===== config.mk =====
export PLATFORM = sky130hd
export DESIGN_NAME = reg_read_ctrl
export DESIGN_NICKNAME = d
export VERILOG_FILES = /design/src/rtl/isa_defs.sv /design/src/rtl/reg_use_decode.sv /design/src/rtl/reg_read_ctrl.sv
export SDC_FILE = /design/constraint.sdc
export NUM_CORES = 1
export LEC_CHECK = 0
export BUFFER_PORTS_ARGS = -buffer_cell sky130_fd_sc_hd__buf_4
export CORE_MARGIN = 8
export CORE_UTILIZATION = 40
export DETAILED_ROUTE_END_ITERATION = 8
export GPL_TIMING_DRIVEN = 1
export RECOVER_POWER = 50
export SETUP_SLACK_MARGIN = 0.3
export SYNTH_ARGS = -nofsm -noshare
export SYNTH_HDL_FRONTEND = slang
export SYNTH_HIERARCHICAL = 1
export SYNTH_SLANG_ARGS = --single-unit

===== constraint.sdc =====
create_clock -name clock -period 4.3 [get_ports clock]
set_input_delay 0.215 -clock clock [delete_from_list [all_inputs] [get_ports clock]]
set_output_delay 0.215 -clock clock [all_outputs]
set_load 0.1 [all_outputs]

===== src/rtl/isa_defs.sv =====
// Shared ISA definitions: opcode encodings, special registers, bypass select codes
// and the hazard-tracker entry used by the decode-stage controllers.
package isa_defs;

   localparam logic [4:0] OP_ALU  = 5'b00000;
   localparam logic [4:0] OP_J    = 5'b00001;
   localparam logic [4:0] OP_BNE  = 5'b00010;
   localparam logic [4:0] OP_JAL  = 5'b00011;
   localparam logic [4:0] OP_JR   = 5'b00100;
   localparam logic [4:0] OP_ADDI = 5'b00101;
   localparam logic [4:0] OP_BLT  = 5'b00110;
   localparam logic [4:0] OP_SW   = 5'b00111;
   localparam logic [4:0] OP_LW   = 5'b01000;
   localparam logic [4:0] OP_SETX = 5'b10101;
   localparam logic [4:0] OP_BEX  = 5'b10110;

   localparam logic [4:0] REG_RA     = 5'd31;
   localparam logic [4:0] REG_STATUS = 5'd30;

   localparam logic [1:0] SEL_RF = 2'b00;
   localparam logic [1:0] SEL_XM = 2'b01;
   localparam logic [1:0] SEL_MW = 2'b10;
   localparam logic [1:0] SEL_WB = 2'b11;

   typedef struct packed {
      logic       valid;
      logic [4:0] dest;
      logic       is_lw;
   } trk_entry_t;

   // Youngest producer first; r0 and unused operands always come from the register file.
   function automatic logic [1:0] pick_sel(input logic use_src, input logic [4:0] src,
                                           input trk_entry_t ent_x, input trk_entry_t ent_m,
                                           input trk_entry_t ent_w);
      logic [1:0] sel;
      sel = SEL_RF;
      if (use_src && src != 5'd0) begin
         if (ent_x.valid && ent_x.dest == src)      sel = SEL_XM;
         else if (ent_m.valid && ent_m.dest == src) sel = SEL_MW;
         else if (ent_w.valid && ent_w.dest == src) sel = SEL_WB;
      end
      return sel;
   endfunction

endpackage


===== src/rtl/reg_use_decode.sv =====
// Combinational decode of one instruction into its register reads, its write
// destination and whether it is a load.
module reg_use_decode
   import isa_defs::*;
(
   input  logic [4:0] opcode,
   input  logic [4:0] rd,
   input  logic [4:0] rs,
   input  logic [4:0] rt,
   output logic       use_a,
   output logic [4:0] addr_a,
   output logic       use_b,
   output logic [4:0] addr_b,
   output logic       writes,
   output logic [4:0] dest,
   output logic       is_lw
);

   always_comb begin
      use_a  = 1'b0;
      addr_a = 5'd0;
      use_b  = 1'b0;
      addr_b = 5'd0;
      writes = 1'b0;
      dest   = 5'd0;
      is_lw  = 1'b0;
      case (opcode)
         OP_ALU: begin
            use_a = 1'b1; addr_a = rs;
            use_b = 1'b1; addr_b = rt;
            writes = 1'b1; dest = rd;
         end
         OP_ADDI: begin
            use_a = 1'b1; addr_a = rs;
            writes = 1'b1; dest = rd;
         end
         OP_LW: begin
            use_a = 1'b1; addr_a = rs;
            writes = 1'b1; dest = rd;
            is_lw = 1'b1;
         end
         // sw reads its store data through the rd field.
         OP_SW: begin
            use_a = 1'b1; addr_a = rs;
            use_b = 1'b1; addr_b = rd;
         end
         OP_BNE, OP_BLT: begin
            use_a = 1'b1; addr_a = rd;
            use_b = 1'b1; addr_b = rs;
         end
         OP_JR: begin
            use_a = 1'b1; addr_a = rd;
         end
         OP_BEX: begin
            use_a = 1'b1; addr_a = REG_STATUS;
         end
         OP_JAL: begin
            writes = 1'b1; dest = REG_RA;
         end
         OP_SETX: begin
            writes = 1'b1; dest = REG_STATUS;
         end
         OP_J: begin
            use_a = 1'b0;
         end
         default: begin
            use_a = 1'b0;
         end
      endcase
   end

endmodule


===== src/rtl/reg_read_ctrl.sv =====
// Decode-stage register-read and operand-hazard controller: drives register-file
// read addresses, the load-use stall and registered X-stage bypass selects.
module reg_read_ctrl
   import isa_defs::*;
(
   input  logic       clock,
   input  logic       reset,
   input  logic       d_valid,
   input  logic [4:0] d_opcode,
   input  logic [4:0] d_rd,
   input  logic [4:0] d_rs,
   input  logic [4:0] d_rt,
   input  logic       flush,
   output logic [4:0] ctrl_readRegA,
   output logic [4:0] ctrl_readRegB,
   output logic       stall,
   output logic [1:0] x_sel_a,
   output logic [1:0] x_sel_b
);

   logic       use_a;
   logic       use_b;
   logic [4:0] addr_a;
   logic [4:0] addr_b;
   logic       writes;
   logic [4:0] dest;
   logic       is_lw;
   logic       load_use;
   logic       advance;
   trk_entry_t ent_x;
   trk_entry_t ent_m;
   trk_entry_t ent_w;

   reg_use_decode u_decode (
      .opcode (d_opcode),
      .rd     (d_rd),
      .rs     (d_rs),
      .rt     (d_rt),
      .use_a  (use_a),
      .addr_a (addr_a),
      .use_b  (use_b),
      .addr_b (addr_b),
      .writes (writes),
      .dest   (dest),
      .is_lw  (is_lw)
   );

   assign ctrl_readRegA = addr_a;
   assign ctrl_readRegB = addr_b;

   // Only a load sitting in X forces a stall; all older producers are bypassable.
   assign load_use = ent_x.valid && ent_x.is_lw &&
                     ((use_a && addr_a != 5'd0 && addr_a == ent_x.dest) ||
                      (use_b && addr_b != 5'd0 && addr_b == ent_x.dest));
   assign stall    = load_use && d_valid && !flush;
   assign advance  = d_valid && !stall && !flush;

   always_ff @(posedge clock) begin
      if (reset) begin
         ent_x   <= '0;
         ent_m   <= '0;
         ent_w   <= '0;
         x_sel_a <= SEL_RF;
         x_sel_b <= SEL_RF;
      end else begin
         ent_w <= ent_m;
         ent_m <= ent_x;
         if (advance) begin
            ent_x.valid <= writes && (dest != 5'd0);
            ent_x.dest  <= dest;
            ent_x.is_lw <= is_lw;
            x_sel_a     <= pick_sel(use_a, addr_a, ent_x, ent_m, ent_w);
            x_sel_b     <= pick_sel(use_b, addr_b, ent_x, ent_m, ent_w);
         end else begin
            ent_x   <= '0;
            x_sel_a <= SEL_RF;
            x_sel_b <= SEL_RF;
         end
      end
   end

endmodule

==> metrics <==
status complete, no violations; Detail Placement HPWL 3503 um; # setup viols final 0; Pint 323.8 uW; CP Launch Type primary input; synth-to-layout area growth 21.22%; crit path DAT 2.47 ns; commonest cells after routing, fill and taps aside buf_4 (31), xor2_1 (26), dfxtp_1 (23); sequential area share after synthesis 30.04%; setup TNS 0 ns; Layout Skew 0.006334 ns; DR pass1 iterations 4; DRC violations left 0; Cell Area, Synth 1533 um2; CTS root buffer clkbuf_8; vias in the first global route 1471; Post-Synth Simple-Gate Area 30.78%; maxcap violations 0; share of layout cells above drive strength 1 24.40%; WL/cell 17.37 um; DRT Wirelength 4463 um; Worst Path Required 4.09 ns; Die X 77.90 um; All-Layer GR Usage 14.57%; Net Count, Synth 197; total gr overflow 0; Slew headroom 22.03%; Antenna Cells 0; number of port buffers 38; Starting Density 41.87%; post-route setup slack 1.611 ns; clock network power share 28.1%; leak pwr 0.8723 nW; adder and majority gate portion of the synthesized area 0%; Via density 5.599; YS warnings 6; Gate power share 27.7%; Hold Fails Final Rpt 0; main combinational cell family by area after synthesis simple AND/OR/NAND/NOR gates; worst vdd ir 0.1108 mV; f_max 371.8 MHz; Gate Count Post-Synth 173; CP Max Fanout 12; pwr/cell area 261.5 nW/um2; TritonCTS Buffers 3; slowest cell delay on critical path 0.47 ns; clock slew at reported path FFs 0.09 ns; first-pass GRT wire length 7189 um; DP Worst Slack 1.597 ns; TritonCTS Sinks 23; xor/xnor cell area share of the yosys netlist 17.14%; Switching Power 162.1 uW; core area 3661 um2; nets 234; post_cts resized 0; Slew @ Worst Pin 1.175 ns; Critical Path Slowest Stage Cell nor3_1; clock tree from TritonCTS built; Antenna Nets Post-Route 0; Seq pwr share 44.2%; io pins 39; die area 6068 um2; via count 1439; die extent in y 77.90 um; Worst Setup End Kind primary output; Post-synth EDFFs 0; number of synthesized register bits 23; Synth cell types 42; Synth Flop Type dfxtp_1; Tcrit/Tclk final 62.54%; Sw Share 33.35%; Tmin final 2.689 ns; CTS Hold Buffers Added 0; Setup Buffers After CTS 0; crit-path cells buf_4, nor3_1, o21a_1, a22o_1, xor2_1, nor3_1, nand2_1, o22ai_2, buf_4; # rows 22; clock latency on the worst-skew pair 0.27 ns; mux share of post-synthesis cell area 0%; CTS Buffer Depth 2; H-tree levels 1; antenna violations before repair 0; RSZ-0062 raised after global routing false; Pins Over Slew Limit 0; initial DRC count 86; r2r setup slk 2.65 ns; worst min path class primary input to flip-flop; routability-driven placement congestion ratio 0.8445; worst setup path class primary input to primary output; Synth Area in Compound Gates 17.55%; commonest non-fill, non-tap cell in the layout buf_4; largest net degree at the start of global routing 16; syn_area_per_cell 8.860 um2; Async SR Flop Fraction 0%
==> cells by family (layout without fill, tap and decap cells) <==
kind of cell	after synthesis	in the layout
simple gates	75	75
compound gates	33	33
xor+xnor	30	30
flops	23	23
buf+inv	12	48
==> power groups by stage <==
stage / logic [mW] / clock network (mW) / registers (mW)
after CTS: 0.135 / 0.137 / 0.215
final: 0.134 / 0.136 / 0.215
after global placement: 0.132 / 0 / 0.220
after global routing: 0.143 / 0.149 / 0.215
after detailed placement: 0.134 / 0 / 0.220
after floorplan: 0.0949 / 0 / 0.220
==> cell usage after synthesis, types with 5 or more instances <==
library cell	number	area share [%]
xor2_1	26	15
dfxtp_1	23	30
nor2_1	17	4.2
nor2b_1	13	5.3
and3_1	8	3.3
a21oi_1	6	2.0
inv_1	6	1.5
a221o_1	5	3.3
nand2_1	5	1.2
o22ai_1	5	2.0
==> worst max-delay path, delay by kind of cell <==
kind            cells  cell delay [ns]
compound gates      3             0.81
xor+xnor            1             0.11
buf+inv             2             0.47
simple gates        3             0.85
==> registers in the layout (all words and copies together), names as in the netlist <==
register / cells
ent_m: 6
ent_w: 6
ent_x: 7
x_sel_a: 2
x_sel_b: 2
==> through the flow <==
| stage | power, mW | area (um2) | utilization (%) | hold slack [ns] | std cells |
|---|---|---|---|---|---|
| finish | 0.4858 | 1858 | 50.75 | 0.2291 | 257 |
| detailed placement | 0.3541 | 1838 | 50.21 | 0.4978 | 253 |
| CTS | 0.4866 | 1884 | 51.47 | 0.2243 | 257 |
| floorplan | 0.3145 | 1539 | - | 0.2866 | 173 |
| global placement | 0.3518 | 1838 | 50.21 | 0.4990 | 253 |
| global route | 0.5070 | 1858 | 50.75 | 0.2266 | 257 |
==> layer usage <==
metal | up-vias | GRT usage, % | wire [um] | part of all wire [%]
met2 | 47 | 25.65 | 2268 | 51
met5 | - | 0 | 0 | 0
met4 | 0 | 7.963 | 150 | 3.4
met1 | 689 | 16.24 | 1859 | 42
li1 | 692 | - | - | -
met3 | 11 | 2.535 | 185 | 4.1
==> worst paths after layout <==
check,from,to,cells past startpoint
worst max-delay path,d_opcode[4],stall,9
worst min register to register,ent_x[4]$_SDFF_PP0_,ent_m[4]$_SDFF_PP0_,1
worst max register to register,ent_x[2]$_SDFF_PP0_,ent_x[6]$_SDFF_PP0_,5
worst min-delay path,reset,ent_m[1]$_SDFF_PP0_,2
==> layout make-up <==
class                   count  area (um2)
clock buffers               3       41.29
fillers                   347        1803
clock inverters             1       5.005
well taps                  48       60.06
flip-flops and latches     23       460.4
multi-input cells         138        1010
inverters                   6       22.52
repair buffers             38       259.0
Power figures use the tool's default switching activity.
